## config.mk

```make
export PLATFORM = sky130hd
export DESIGN_NAME = mem_port_arbiter_flat
export DESIGN_NICKNAME = d
export VERILOG_FILES = /design/src/rtl/mem_port_arbiter_if.sv /design/src/rtl/mem_port_arbiter.sv /design/src/flat_wrapper.sv
export SDC_FILE = /design/constraint.sdc
export NUM_CORES = 1
export LEC_CHECK = 0
export ABC_AREA = 1
export ABC_CLOCK_PERIOD_IN_PS = 4800
export CAP_MARGIN = 20
export CORE_AREA = 2 2 150 152
export CTS_CLUSTER_DIAMETER = 50
export DETAILED_ROUTE_END_ITERATION = 12
export DIE_AREA = 0 0 152 154
export GPL_TIMING_DRIVEN = 0
export PLACE_DENSITY = 0.7
export SYNTH_ARGS = -nofsm -noshare
export SYNTH_HDL_FRONTEND = slang
export SYNTH_SLANG_ARGS = --single-unit
```

## constraint.sdc

```tcl
create_clock -name clk -period 4.8 [get_ports clk]
set_clock_uncertainty 0.15 [all_clocks]
set_input_delay 0.96 -clock clk [delete_from_list [all_inputs] [get_ports clk]]
set_output_delay 0.96 -clock clk [all_outputs]
set_load 0.02 [all_outputs]
```

## src/rtl/mem_port_arbiter_if.sv

```systemverilog
// Bus bundle between the fetch stage, the memory stage, the shared RAM and the arbiter.
// The arbiter uses the slave view; the surrounding logic (or a bench) uses the master view.
interface mem_port_arbiter_if;
  logic        if_req;
  logic [31:0] if_addr;
  logic        if_kill;
  logic        if_gnt;
  logic        if_rvalid;
  logic [31:0] if_rdata;
  logic        if_err;

  logic        dm_req;
  logic        dm_we;
  logic [3:0]  dm_be;
  logic [31:0] dm_addr;
  logic [31:0] dm_wdata;
  logic        dm_gnt;
  logic        dm_rvalid;
  logic [31:0] dm_rdata;
  logic        dm_err;

  logic        mem_req;
  logic        mem_we;
  logic [3:0]  mem_be;
  logic [31:0] mem_addr;
  logic [31:0] mem_wdata;
  logic        mem_ready;
  logic        mem_rvalid;
  logic [31:0] mem_rdata;

  modport slave (
    input  if_req, if_addr, if_kill,
    input  dm_req, dm_we, dm_be, dm_addr, dm_wdata,
    input  mem_ready, mem_rvalid, mem_rdata,
    output if_gnt, if_rvalid, if_rdata, if_err,
    output dm_gnt, dm_rvalid, dm_rdata, dm_err,
    output mem_req, mem_we, mem_be, mem_addr, mem_wdata
  );

  modport master (
    output if_req, if_addr, if_kill,
    output dm_req, dm_we, dm_be, dm_addr, dm_wdata,
    output mem_ready, mem_rvalid, mem_rdata,
    input  if_gnt, if_rvalid, if_rdata, if_err,
    input  dm_gnt, dm_rvalid, dm_rdata, dm_err,
    input  mem_req, mem_we, mem_be, mem_addr, mem_wdata
  );
endinterface

```

## src/rtl/mem_port_arbiter.sv

```systemverilog
// Shares one memory port between fetch (read-only) and the memory stage (load/store).
// One transaction in flight; data has priority, capped by a fairness streak; a watchdog
// ends hung transactions with an error response.
//
// state | meaning
// IDLE  | no transaction; arbitrate pending requests
// ISSUE | mem_req held with the latched payload until mem_ready
// WAIT  | request accepted, waiting for mem_rvalid
// RESP  | owner's rvalid pulse with rdata/err, then back to IDLE
module mem_port_arbiter #(
  parameter int FAIR_LIMIT  = 4,
  parameter int TIMEOUT_CYC = 255
) (
  input  logic              clk,
  input  logic              reset,
  mem_port_arbiter_if.slave bus,
  output logic              busy
);

  localparam int SW = $clog2(FAIR_LIMIT + 1);
  localparam int TW = $clog2(TIMEOUT_CYC);
  localparam logic [TW-1:0] TMO_LOAD = TW'(TIMEOUT_CYC - 1);

  typedef enum logic [1:0] {IDLE, ISSUE, WAIT, RESP} state_t;

  state_t        state, next_state;
  logic          owner_fetch, owner_fetch_next;
  logic          kill, kill_next;
  logic [SW-1:0] streak, streak_next;
  logic [TW-1:0] tmo_cnt, tmo_next;
  logic          pay_we, pay_we_next;
  logic [3:0]    pay_be, pay_be_next;
  logic [31:0]   pay_addr, pay_addr_next;
  logic [31:0]   pay_wdata, pay_wdata_next;

  logic          if_gnt_next, if_rvalid_next, if_err_next;
  logic [31:0]   if_rdata_next;
  logic          dm_gnt_next, dm_rvalid_next, dm_err_next;
  logic [31:0]   dm_rdata_next;
  logic          mem_req_next, mem_we_next;
  logic [3:0]    mem_be_next;
  logic [31:0]   mem_addr_next, mem_wdata_next;
  logic          busy_next;
  logic [31:0]   resp_data;

  // Transaction events; the timer is a down-counter that expires at zero.
  logic start, pick_fetch, in_xact, handshake, done, tmo, to_resp;
  assign start      = (state == IDLE) && (bus.if_req || bus.dm_req);
  assign pick_fetch = bus.if_req && (!bus.dm_req || streak == SW'(FAIR_LIMIT));
  assign in_xact    = (state == ISSUE) || (state == WAIT);
  assign handshake  = (state == ISSUE) && bus.mem_ready;
  assign done       = ((state == ISSUE) && bus.mem_ready && bus.mem_rvalid) ||
                      ((state == WAIT) && bus.mem_rvalid);
  assign tmo        = in_xact && !handshake && !done && (tmo_cnt == '0);
  assign to_resp    = done || tmo;

  // State register plus all registered outputs and datapath.
  always_ff @(posedge clk) begin
    if (reset) begin
      state         <= IDLE;
      owner_fetch   <= 1'b0;
      kill          <= 1'b0;
      streak        <= '0;
      tmo_cnt       <= '0;
      pay_we        <= 1'b0;
      pay_be        <= '0;
      pay_addr      <= '0;
      pay_wdata     <= '0;
      bus.if_gnt    <= 1'b0;
      bus.if_rvalid <= 1'b0;
      bus.if_rdata  <= '0;
      bus.if_err    <= 1'b0;
      bus.dm_gnt    <= 1'b0;
      bus.dm_rvalid <= 1'b0;
      bus.dm_rdata  <= '0;
      bus.dm_err    <= 1'b0;
      bus.mem_req   <= 1'b0;
      bus.mem_we    <= 1'b0;
      bus.mem_be    <= '0;
      bus.mem_addr  <= '0;
      bus.mem_wdata <= '0;
      busy          <= 1'b0;
    end else begin
      state         <= next_state;
      owner_fetch   <= owner_fetch_next;
      kill          <= kill_next;
      streak        <= streak_next;
      tmo_cnt       <= tmo_next;
      pay_we        <= pay_we_next;
      pay_be        <= pay_be_next;
      pay_addr      <= pay_addr_next;
      pay_wdata     <= pay_wdata_next;
      bus.if_gnt    <= if_gnt_next;
      bus.if_rvalid <= if_rvalid_next;
      bus.if_rdata  <= if_rdata_next;
      bus.if_err    <= if_err_next;
      bus.dm_gnt    <= dm_gnt_next;
      bus.dm_rvalid <= dm_rvalid_next;
      bus.dm_rdata  <= dm_rdata_next;
      bus.dm_err    <= dm_err_next;
      bus.mem_req   <= mem_req_next;
      bus.mem_we    <= mem_we_next;
      bus.mem_be    <= mem_be_next;
      bus.mem_addr  <= mem_addr_next;
      bus.mem_wdata <= mem_wdata_next;
      busy          <= busy_next;
    end
  end

  // Next-state decision.
  always_comb begin
    next_state = state;
    case (state)
      IDLE:    if (start) next_state = ISSUE;
      ISSUE:   if (to_resp) next_state = RESP;
               else if (bus.mem_ready) next_state = WAIT;
      WAIT:    if (to_resp) next_state = RESP;
      RESP:    next_state = IDLE;
      default: next_state = IDLE;
    endcase
  end

  // Next values for datapath and registered outputs.
  always_comb begin
    owner_fetch_next = owner_fetch;
    pay_we_next      = pay_we;
    pay_be_next      = pay_be;
    pay_addr_next    = pay_addr;
    pay_wdata_next   = pay_wdata;
    streak_next      = streak;
    tmo_next         = tmo_cnt;
    kill_next        = kill;

    if (start) begin
      owner_fetch_next = pick_fetch;
      if (pick_fetch) begin
        pay_we_next    = 1'b0;
        pay_be_next    = 4'hF;
        pay_addr_next  = bus.if_addr;
        pay_wdata_next = '0;
      end else begin
        pay_we_next    = bus.dm_we;
        pay_be_next    = bus.dm_be;
        pay_addr_next  = bus.dm_addr;
        pay_wdata_next = bus.dm_wdata;
      end
      streak_next = (pick_fetch || !bus.if_req) ? '0 : streak + SW'(1);
    end

    // A flushed fetch still finishes on the memory side; only its response is hidden.
    if (state == IDLE) kill_next = 1'b0;
    else if (owner_fetch && bus.if_kill) kill_next = 1'b1;

    if (start || handshake) tmo_next = TMO_LOAD;
    else if (in_xact && tmo_cnt != '0) tmo_next = tmo_cnt - TW'(1);

    resp_data = (done && !pay_we) ? bus.mem_rdata : '0;

    if_gnt_next    = start && pick_fetch;
    dm_gnt_next    = start && !pick_fetch;
    mem_req_next   = (next_state == ISSUE);
    mem_we_next    = mem_req_next && pay_we_next;
    mem_be_next    = mem_req_next ? pay_be_next : '0;
    mem_addr_next  = mem_req_next ? pay_addr_next : '0;
    mem_wdata_next = mem_req_next ? pay_wdata_next : '0;
    if_rvalid_next = to_resp && owner_fetch && !kill_next;
    if_err_next    = if_rvalid_next && tmo;
    if_rdata_next  = if_rvalid_next ? resp_data : '0;
    dm_rvalid_next = to_resp && !owner_fetch;
    dm_err_next    = dm_rvalid_next && tmo;
    dm_rdata_next  = dm_rvalid_next ? resp_data : '0;
    busy_next      = (next_state != IDLE);
  end

endmodule

```

## src/flat_wrapper.sv

```systemverilog
// flat-port wrapper written by rule: the top's interface ports become plain ports
module mem_port_arbiter_flat 
#(
  parameter int FAIR_LIMIT  = 4,
  parameter int TIMEOUT_CYC = 255
)
  (clk, reset, busy, bus_if_req, bus_if_addr, bus_if_kill, bus_dm_req, bus_dm_we, bus_dm_be, bus_dm_addr, bus_dm_wdata, bus_mem_ready, bus_mem_rvalid, bus_mem_rdata, bus_if_gnt, bus_if_rvalid, bus_if_rdata, bus_if_err, bus_dm_gnt, bus_dm_rvalid, bus_dm_rdata, bus_dm_err, bus_mem_req, bus_mem_we, bus_mem_be, bus_mem_addr, bus_mem_wdata);
  mem_port_arbiter_if bus_i ();
  input  logic clk;
  input  logic reset;
  output logic busy;
  input wire logic [$bits(bus_i.if_req)-1:0] bus_if_req;
  input wire logic [$bits(bus_i.if_addr)-1:0] bus_if_addr;
  input wire logic [$bits(bus_i.if_kill)-1:0] bus_if_kill;
  input wire logic [$bits(bus_i.dm_req)-1:0] bus_dm_req;
  input wire logic [$bits(bus_i.dm_we)-1:0] bus_dm_we;
  input wire logic [$bits(bus_i.dm_be)-1:0] bus_dm_be;
  input wire logic [$bits(bus_i.dm_addr)-1:0] bus_dm_addr;
  input wire logic [$bits(bus_i.dm_wdata)-1:0] bus_dm_wdata;
  input wire logic [$bits(bus_i.mem_ready)-1:0] bus_mem_ready;
  input wire logic [$bits(bus_i.mem_rvalid)-1:0] bus_mem_rvalid;
  input wire logic [$bits(bus_i.mem_rdata)-1:0] bus_mem_rdata;
  output wire logic [$bits(bus_i.if_gnt)-1:0] bus_if_gnt;
  output wire logic [$bits(bus_i.if_rvalid)-1:0] bus_if_rvalid;
  output wire logic [$bits(bus_i.if_rdata)-1:0] bus_if_rdata;
  output wire logic [$bits(bus_i.if_err)-1:0] bus_if_err;
  output wire logic [$bits(bus_i.dm_gnt)-1:0] bus_dm_gnt;
  output wire logic [$bits(bus_i.dm_rvalid)-1:0] bus_dm_rvalid;
  output wire logic [$bits(bus_i.dm_rdata)-1:0] bus_dm_rdata;
  output wire logic [$bits(bus_i.dm_err)-1:0] bus_dm_err;
  output wire logic [$bits(bus_i.mem_req)-1:0] bus_mem_req;
  output wire logic [$bits(bus_i.mem_we)-1:0] bus_mem_we;
  output wire logic [$bits(bus_i.mem_be)-1:0] bus_mem_be;
  output wire logic [$bits(bus_i.mem_addr)-1:0] bus_mem_addr;
  output wire logic [$bits(bus_i.mem_wdata)-1:0] bus_mem_wdata;
  assign bus_i.if_req = bus_if_req;
  assign bus_i.if_addr = bus_if_addr;
  assign bus_i.if_kill = bus_if_kill;
  assign bus_i.dm_req = bus_dm_req;
  assign bus_i.dm_we = bus_dm_we;
  assign bus_i.dm_be = bus_dm_be;
  assign bus_i.dm_addr = bus_dm_addr;
  assign bus_i.dm_wdata = bus_dm_wdata;
  assign bus_i.mem_ready = bus_mem_ready;
  assign bus_i.mem_rvalid = bus_mem_rvalid;
  assign bus_i.mem_rdata = bus_mem_rdata;
  assign bus_if_gnt = bus_i.if_gnt;
  assign bus_if_rvalid = bus_i.if_rvalid;
  assign bus_if_rdata = bus_i.if_rdata;
  assign bus_if_err = bus_i.if_err;
  assign bus_dm_gnt = bus_i.dm_gnt;
  assign bus_dm_rvalid = bus_i.dm_rvalid;
  assign bus_dm_rdata = bus_i.dm_rdata;
  assign bus_dm_err = bus_i.dm_err;
  assign bus_mem_req = bus_i.mem_req;
  assign bus_mem_we = bus_i.mem_we;
  assign bus_mem_be = bus_i.mem_be;
  assign bus_mem_addr = bus_i.mem_addr;
  assign bus_mem_wdata = bus_i.mem_wdata;
  mem_port_arbiter #(.FAIR_LIMIT(FAIR_LIMIT), .TIMEOUT_CYC(TIMEOUT_CYC)) u_core (.clk(clk), .reset(reset), .bus(bus_i), .busy(busy));
endmodule
```

==> results of run 1 <==
==> final cells by class <==
type,instances,area [µm²]
Fill cell,1862,9000
Timing Repair Buffer,280,2800
Buffer,45,338
Inverter,136,513
Clock buffer,38,810
Clock inverter,13,149
Multi-Input combinational cell,486,3220
Tap cell,280,350
Sequential cell,225,4500
==> logic make-up (layout without fill, tap and decap cells) <==
logic type / Yosys count / in the layout / share of synthesized area
flip-flops: 225 / 225 / 0.525
buffers and inverters: 181 / 512 / 0.0993
AO/OA/AOI/OAI: 85 / 85 / 0.0847
XOR/XNOR: 2 / 2 / 0.00204
adder cells (fa/ha/maj): 9 / 9 / 0.0131
AND/OR/NAND/NOR: 390 / 390 / 0.275
==> state kept, by name (all words and copies together), names as in the netlist, 2 cells and up <==
signal / cells
u_core.bus.mem_wdata: 32
u_core.streak: 3
u_core.state: 2
u_core.tmo_cnt: 8
u_core.bus.mem_be: 4
u_core.pay_wdata: 32
u_core.bus.if_rdata: 32
u_core.bus.dm_rdata: 32
u_core.pay_addr: 32
u_core.bus.mem_addr: 32
u_core.pay_be: 4
==> worst paths after layout <==
kind                                to               startpoint  slack, ns  cells past startpoint
hold / removal       u_core.tmo_cnt[0]        u_core.tmo_cnt[0]       0.33                      2
setup reg to reg  u_core.pay_wdata[16]          u_core.state[1]       2.46                      9
setup / recovery      bus_dm_rdata[31]  u_core.bus.dm_rdata[31]       2.19                      1
hold reg to reg      u_core.tmo_cnt[0]        u_core.tmo_cnt[0]       0.33                      2
==> power breakdown <==
| group | internal (mW) | leakage, nW | total (mW) | switching [mW] |
|---|---|---|---|---|
| registers | 2.21 | 1.83 | 2.32 | 0.116 |
| clock network | 1.30 | 0.475 | 2.12 | 0.821 |
| logic | 1.16 | 2.95 | 3.17 | 2.01 |
==> synth_stat cells (2+ instances only) <==
cell type / number
a211oi_1: 2
a21o_1: 7
a21oi_1: 16
a21oi_2: 8
a21oi_4: 11
a22o_1: 11
a31oi_1: 4
a31oi_2: 7
buf_1: 2
buf_12: 7
buf_2: 17
buf_4: 3
buf_6: 3
clkbuf_1: 13
dfxtp_1: 225
ha_1: 9
inv_1: 126
inv_2: 9
nand2_1: 166
nand2_2: 4
nand2_4: 6
nand3_1: 26
nand3_2: 3
nand4_1: 2
nor2_1: 42
nor2_4: 72
nor3_1: 38
nor3_2: 28
o21ai_0: 6
o21ai_1: 6
o21ai_2: 2
o221ai_1: 3
==> routing by layer <==
layer / share of wire / track usage / vias up
met1: 0.41 / 0.216 / 3059
met4: 0.012 / 0.0378 / 0
li1: - / - / 3387
met5: 0 / 0 / -
met2: 0.48 / 0.337 / 230
met3: 0.098 / 0.0795 / 27
==> through the flow <==
stage | worst slack, ns | area [µm²] | instances | hold WS [ns] | util
final | 2.19 | 12700 | 1503 | 0.332 | 0.585
after global routing | 2.10 | 12700 | 1503 | 0.351 | 0.585
after CTS | 2.16 | 12700 | 1503 | 0.335 | 0.585
after detailed placement | 1.70 | 11700 | 1452 | 0.326 | 0.541
after global placement | 1.73 | 11700 | 1452 | 0.311 | 0.541
after floorplan | 2.60 | 8570 | 892 | 0.293 | -
==> reports/metrics.cfg, run 1 <==
[floorplanning]
rows = 54
dieArea_um2 = 23400
die_y_um = 154
initial_core_util = 0.395
die_x_um = 152
core_area_um2 = 21700
io_pins = 281

[logic_synthesis]
ys_top_cells_by_area = dfxtp_1 53%, nor2_4 9.5%, nand2_1 7.3%
async_reset_ff_frac = 0
yosys_warnings = 0
syn_inst = 892
yosysTopAreaCellShare = 0.525
yosysTopAreaCell = dfxtp_1
syn_area_um2 = 8570
ys_seq_area_frac = 0.525
ys_types = 40
synth_edf_count = 0
synth-seq-cells = 225
synth_area_per_cell_um2 = 9.61
synth.net_count = 1041
synth_ff_type = dfxtp_1

[route]
vias_per_cell = 4.46
drt_iter0_markers = 265
dr.pass1.iters = 6
drc = 0
vias = 6703
ant_nets = 0
wl_per_cell_um = 15.1
wirelength_um = 22700

[critical_path]
critPathMaxStageDelay_ns = 0.63
start_kind = flip-flop
end_kind = primary output
arrival_ns = 1.50
critical_path_class = flip-flop to primary output
worst-path-max-fanout = 1
critPathBufInv = 1
crit_required_ns = 3.69
crit_slowest_cell = clkdlybuf4s50_1
path_delay_family = buffers and inverters
path_cells = clkdlybuf4s50_1

[clock_tree]
cts-buffers-inserted = 28
clk_latency_ns = 0.53
max-clock-path-buffers = 3
cts_hold_buf = 0
htreeDepth = 1
cts_setup_buffers = 0
cts_root_buffer = clkbuf_16
cts.clk_slew.worst_paths_ns = 0.06
cts_tree = built
numClockSinks = 225
post_cts_resized = 0

[sta]
rsz0062_at_grt = no
fmax_mhz = 384
final_max_slew_viol_count = 0
finalHoldViolCount = 0
setup_tns_ns = 0
tightest_slew_ns = 0.721
relSlewSlack = 0.519
final.period_utilization = 0.543
finalSetupViolCount = 0
period_needed_ns = 2.61

[final_layout]
final_cell_mix = 280 x clkdlybuf4s50_1, 225 x dfxtp_1, 166 x nand2_1, 126 x inv_1, 72 x nor2_4
area_growth_pct = 48.0
diodes = 0
drive_gt1_frac = 0.188
layout_commonest_cell = clkdlybuf4s50_1
layout.nets = 1351

[grt]
grt-ovfl-total = 0
antenna_found_initial = 0
grt_pass1_vias = 6862
grt_max_degree = 14
grt_first_pass_wirelength_um = 36100
grtUsageTotal = 0.190

[job]
drv_cap = 0

[placement]
dp_hpwl_um = 17100
place.gp.congestion = 0.866
port_buffers = 280

[power]
p_leak_nw = 5.25
finalPower_mw = 7.61
power_density_nw_per_um2 = 600
ir_worst_vdd_v = 0.000522

[worst_hold_path]
hp-class = flip-flop to flip-flop

[run_status]
status = finished, final reports clean

Power figures use the tool's default switching activity.
==> inputs of run 2 (changes only) <==
Settings changed: ABC_CLOCK_PERIOD_IN_PS 4800 to 2400.
Clock period 4.8 ns to 2.4 ns, I/O delays scaled along.
==> run 2 against run 1 <==
Against the previous run:
- routed wire length increased by 0.11%
- cell area increased by 0.16%
- global-route usage about the same
- via count increased by 0.40%
- sequential share of layout area decreased by 0.056 points
- clock-buffer cell count unchanged
- clock power increased by 100%
- total power increased by 100%
- setup slack got worse by 2.0 ns
- critical endpoint is now u_core.bus.mem_be[0]
- highest routed layer unchanged
==> reports/metrics.cfg, run 2 (synthesis results as in run 1) <==
[run_status]
status = finished, final reports clean

[final_layout]
diodes = 0
drive_gt1_frac = 0.193
area_growth_pct = 48.2
layout_commonest_cell = clkdlybuf4s50_1
final_util = 0.586
final_cell_mix = 280 x clkdlybuf4s50_1, 225 x dfxtp_1, 165 x nand2_1, 125 x inv_1, 72 x nor2_4
layout.nets = 1351

[critical_path]
start_kind = flip-flop
end_kind = flip-flop
arrival_ns = 2.44
critical_path_class = flip-flop to flip-flop
worst-path-max-fanout = 10
crit_required_ns = 2.65

[route]
wirelength_um = 22700
wl_per_cell_um = 15.1
vias_per_cell = 4.48
vias = 6730
drc = 0
drt_iter0_markers = 256
ant_nets = 0
dr.pass1.iters = 4

[power]
ir_worst_vdd_v = 0.00104
p_sw_mw = 5.90
power_density_nw_per_um2 = 1200
sw_frac_of_total = 0.387
p_seq_frac = 0.305
combPwrFrac = 0.417
p_leak_nw = 5.26
pwr-share-clk = 0.278
internal_power_mw = 9.35

[grt]
grtUsageTotal = 0.190
grt-ovfl-total = 0
grt_pass1_vias = 6871
grt_max_degree = 14
antenna_found_initial = 0
grt_first_pass_wirelength_um = 36100

[sta]
period_needed_ns = 2.18
final_max_slew_viol_count = 0
holdWs_ns = 0.331
finalSetupViolCount = 0
rsz0062_at_grt = no
finalHoldViolCount = 0
fmax_mhz = 458
final.period_utilization = 0.910
tightest_slew_ns = 0.641
relSlewSlack = 0.573

[clock_tree]
htreeDepth = 1
cts-buffers-inserted = 28
post_cts_resized = 0
max-clock-path-buffers = 3
clk_latency_ns = 0.52
cts_tree = built
cts_hold_buf = 0
cts_root_buffer = clkbuf_16
numClockSinks = 225
cts_setup_buffers = 0
cts.clk_slew.worst_paths_ns = 0.06

[placement]
dp_hpwl_um = 17100
port_buffers = 280
place.gp.congestion = 0.866

[floorplanning]
initial_core_util = 0.395
die_x_um = 152
die_y_um = 154
io_pins = 281
core_area_um2 = 21700
dieArea_um2 = 23400
rows = 54

[worst_hold_path]
hp-class = flip-flop to flip-flop

[job]
drv_cap = 0

[run 2: final timing paths]
path / start / to / slack, ns / cells past startpoint
worst max register to register: u_core.state[1] / u_core.bus.mem_be[0] / 0.22 / 13
worst min-delay path: u_core.tmo_cnt[0] / u_core.tmo_cnt[0] / 0.33 / 2
worst max-delay path: u_core.state[1] / u_core.bus.mem_be[0] / 0.22 / 13
worst min register to register: u_core.tmo_cnt[0] / u_core.tmo_cnt[0] / 0.33 / 2
[run 2: critical path, cell delays in order (launching register included)]
cell,delay (ns)
dfxtp_1,0.39
inv_1,0.12
ha_1,0.24
nand2_1,0.11
o21ai_0,0.09
nor2_1,0.20
nand2_4,0.09
nand3_2,0.06
nand2_1,0.06
nand2_2,0.09
nand2_4,0.07
nand2_8,0.14
buf_12,0.21
nor2_4,0.04
[run 2: layout make-up]
type | count | area (µm²)
plain buffers | 45 | 345
clock buffers | 38 | 810
clock inverters | 13 | 149
fillers | 1858 | 8980
inverters | 136 | 513
multi-input cells | 486 | 3230
flip-flops and latches | 225 | 4500
well taps | 280 | 350
repair buffers | 280 | 2800
[run 2: power groups by stage]
stage	Combinational, mW	Clock [mW]	Sequential [mW]
after floorplan	4.21	0	5.06
after global placement	6.36	0	4.70
after detailed placement	6.43	0	4.72
after CTS	6.45	4.34	4.65
after global routing	6.89	4.49	4.71
final	6.36	4.24	4.65
[run 2: per-stage QoR]
step / total power [mW] / area (µm²) / instances / worst slack, ns / TNS (ns)
2_1_floorplan: 9.27 / 8570 / 892 / 0.479 / 0
3_3_place_gp: 11.1 / 11700 / 1452 / -0.186 / -8.91
3_5_place_dp: 11.1 / 11700 / 1452 / -0.219 / -12.75
4_1_cts: 15.4 / 12700 / 1503 / 0.0558 / 0
5_1_grt: 16.1 / 12700 / 1503 / 0.0121 / 0
6_report: 15.2 / 12700 / 1503 / 0.215 / 0
[run 2: per-layer routing]
| metal | vias to the layer above | wire, µm | GRT usage |
|---|---|---|---|
| met3 | 28 | 2290 | 0.0795 |
| li1 | 3388 | - | - |
| met2 | 248 | 11000 | 0.337 |
| met5 | - | 0 | 0 |
| met1 | 3066 | 9140 | 0.215 |
| met4 | 0 | 312 | 0.0405 |
==> inputs of run 3 (changes only) <==
Settings changed: GPL_TIMING_DRIVEN 0 to 1.
==> run 3 against run 2 <==
Against the previous run:
- worst hold slack worse by 0.016 ns
- die area unchanged
- global-route usage down 0.76 points
- clock-buffer cell count fell by 3
- register-to-register slack about the same
- total power down 1.1%
- cell area rose by 1.2%
==> reports/metrics.cfg, run 3 (synthesis results as in run 1) <==
[final_layout]
layout_commonest_cell = clkdlybuf4s50_1
final_util = 0.593
final_cell_mix = 280 x clkdlybuf4s50_1, 225 x dfxtp_1, 165 x nand2_1, 125 x inv_1, 72 x nor2_4
drive_gt1_frac = 0.206
nFillCells = 1814
fin_area_um2 = 12900
layout.nets = 1353
diodes = 0
area_growth_pct = 49.9

[job]
drv_cap = 0

[critical_path]
critPathBufInv = 3
critPathMaxStageDelay_ns = 0.36
crit_required_ns = 2.65
path_cells = inv_1, ha_1, o21ai_4, inv_1, buf_4, nor2_1, a21oi_1, nor2_4
arrival_ns = 2.45
crit_slowest_cell = ha_1
start_kind = flip-flop
end_kind = flip-flop
path_delay_family = buffers and inverters
critPathMostFrequentCell = inv_1
critical_path_class = flip-flop to flip-flop
worst-path-max-fanout = 23

[power]
p_sw_mw = 5.73
sw_frac_of_total = 0.380
pwr-share-clk = 0.270
power_density_nw_per_um2 = 1170
combPwrFrac = 0.420
finalPower_mw = 15.1
p_seq_frac = 0.310
internal_power_mw = 9.34
p_leak_nw = 5.36
ir_worst_vdd_v = 0.000793

[route]
vias = 6708
wl_per_cell_um = 14.5
wirelength_um = 21800
vias_per_cell = 4.46
drc = 0
drt_iter0_markers = 294
dr.pass1.iters = 4
ant_nets = 0

[worst_hold_path]
hp-class = flip-flop to flip-flop

[grt]
grt_first_pass_wirelength_um = 34900
grtUsageTotal = 0.183
grt-ovfl-total = 0
grt_max_degree = 53
grt_pass1_vias = 6628
antenna_found_initial = 0

[clock_tree]
cts_tree = built
cts_setup_buffers = 0
numClockSinks = 225
cts-buffers-inserted = 26
cts.clk_slew.worst_paths_ns = 0.06
clk_latency_ns = 0.52
cts_root_buffer = clkbuf_16
max-clock-path-buffers = 3
htreeDepth = 1

[run_status]
status = finished, final reports clean

[sta]
final_max_slew_viol_count = 0
finalHoldViolCount = 0
relSlewSlack = 0.752
holdWs_ns = 0.316
fmax_mhz = 455
finalSetupViolCount = 0
period_needed_ns = 2.20
tightest_slew_ns = 0.368
final.period_utilization = 0.916

[floorplanning]
die_x_um = 152
dieArea_um2 = 23400
initial_core_util = 0.395
io_pins = 281
core_area_um2 = 21700
die_y_um = 154
rows = 54

[placement]
port_buffers = 280
place.gp.congestion = 0.785
dp_hpwl_um = 15800
placed_area_um2 = 11900

run 3: changes by cell type in the layout (fill, tap and decap cells not counted), sizes merged:
cell | previous run | this run
buf | 29 | 49
clkbuf | 54 | 35
clkinv | 7 | 6
inv | 140 | 141
run 3: cell type report:
class,instances,area [µm²],area share
Sequential cell,225,4500,0.351
Timing Repair Buffer,329,3330,0.259
Multi-Input combinational cell,486,3230,0.251
Clock buffer,35,764,0.0595
Inverter,136,513,0.0399
Tap cell,280,350,0.0273
Clock inverter,13,156,0.0122
run 3: power by group through the flow:
stage | clock (mW) | sequential (mW) | combinational, mW
after floorplan | 0 | 5.06 | 4.21
after global placement | 0 | 4.74 | 6.27
after detailed placement | 0 | 4.74 | 6.35
after CTS | 4.20 | 4.68 | 6.38
after global routing | 4.37 | 4.74 | 6.88
final | 4.07 | 4.67 | 6.33
run 3: through the flow:
stage | setup TNS [ns] | setup WS [ns] | cells
final | 0 | 0.203 | 1504
after global routing | -0.000100 | -0.000100 | 1504
after CTS | 0 | 0.189 | 1504
after detailed placement | -0.0149 | -0.00697 | 1456
after global placement | 0 | 0.0287 | 1456
after floorplan | 0 | 0.479 | 892
run 3: worst paths after layout:
path,from,depth (start not counted),end,slack [ns]
worst max-delay path,u_core.state[1],8,u_core.bus.mem_wdata[0],0.20
worst min register to register,u_core.tmo_cnt[0],2,u_core.tmo_cnt[0],0.32
worst min-delay path,u_core.tmo_cnt[0],2,u_core.tmo_cnt[0],0.32
worst max register to register,u_core.state[1],8,u_core.bus.mem_wdata[0],0.20
run 3: repair_timing:
action,CTS,global route
endpoints found under the setup margin,0,3
hold buffers,0,0
resized for setup,0,2
run 3: worst register-to-register path, cell delays in order (launching register included):
cell and delay, ns:
dfxtp_1 0.34, inv_1 0.14, ha_1 0.36, o21ai_4 0.12
inv_1 0.23, buf_4 0.34, nor2_1 0.08, a21oi_1 0.26
nor2_4 0.06
run 3: per-layer routing:
layer,share of wire,wire [µm],GRT usage,up-vias
met3,0.073,1590,0.0468,30
met2,0.46,10100,0.307,256
met1,0.44,9680,0.235,3027
li1,-,-,-,3395
met4,0.019,422,0.0481,0
met5,0,0,0,-
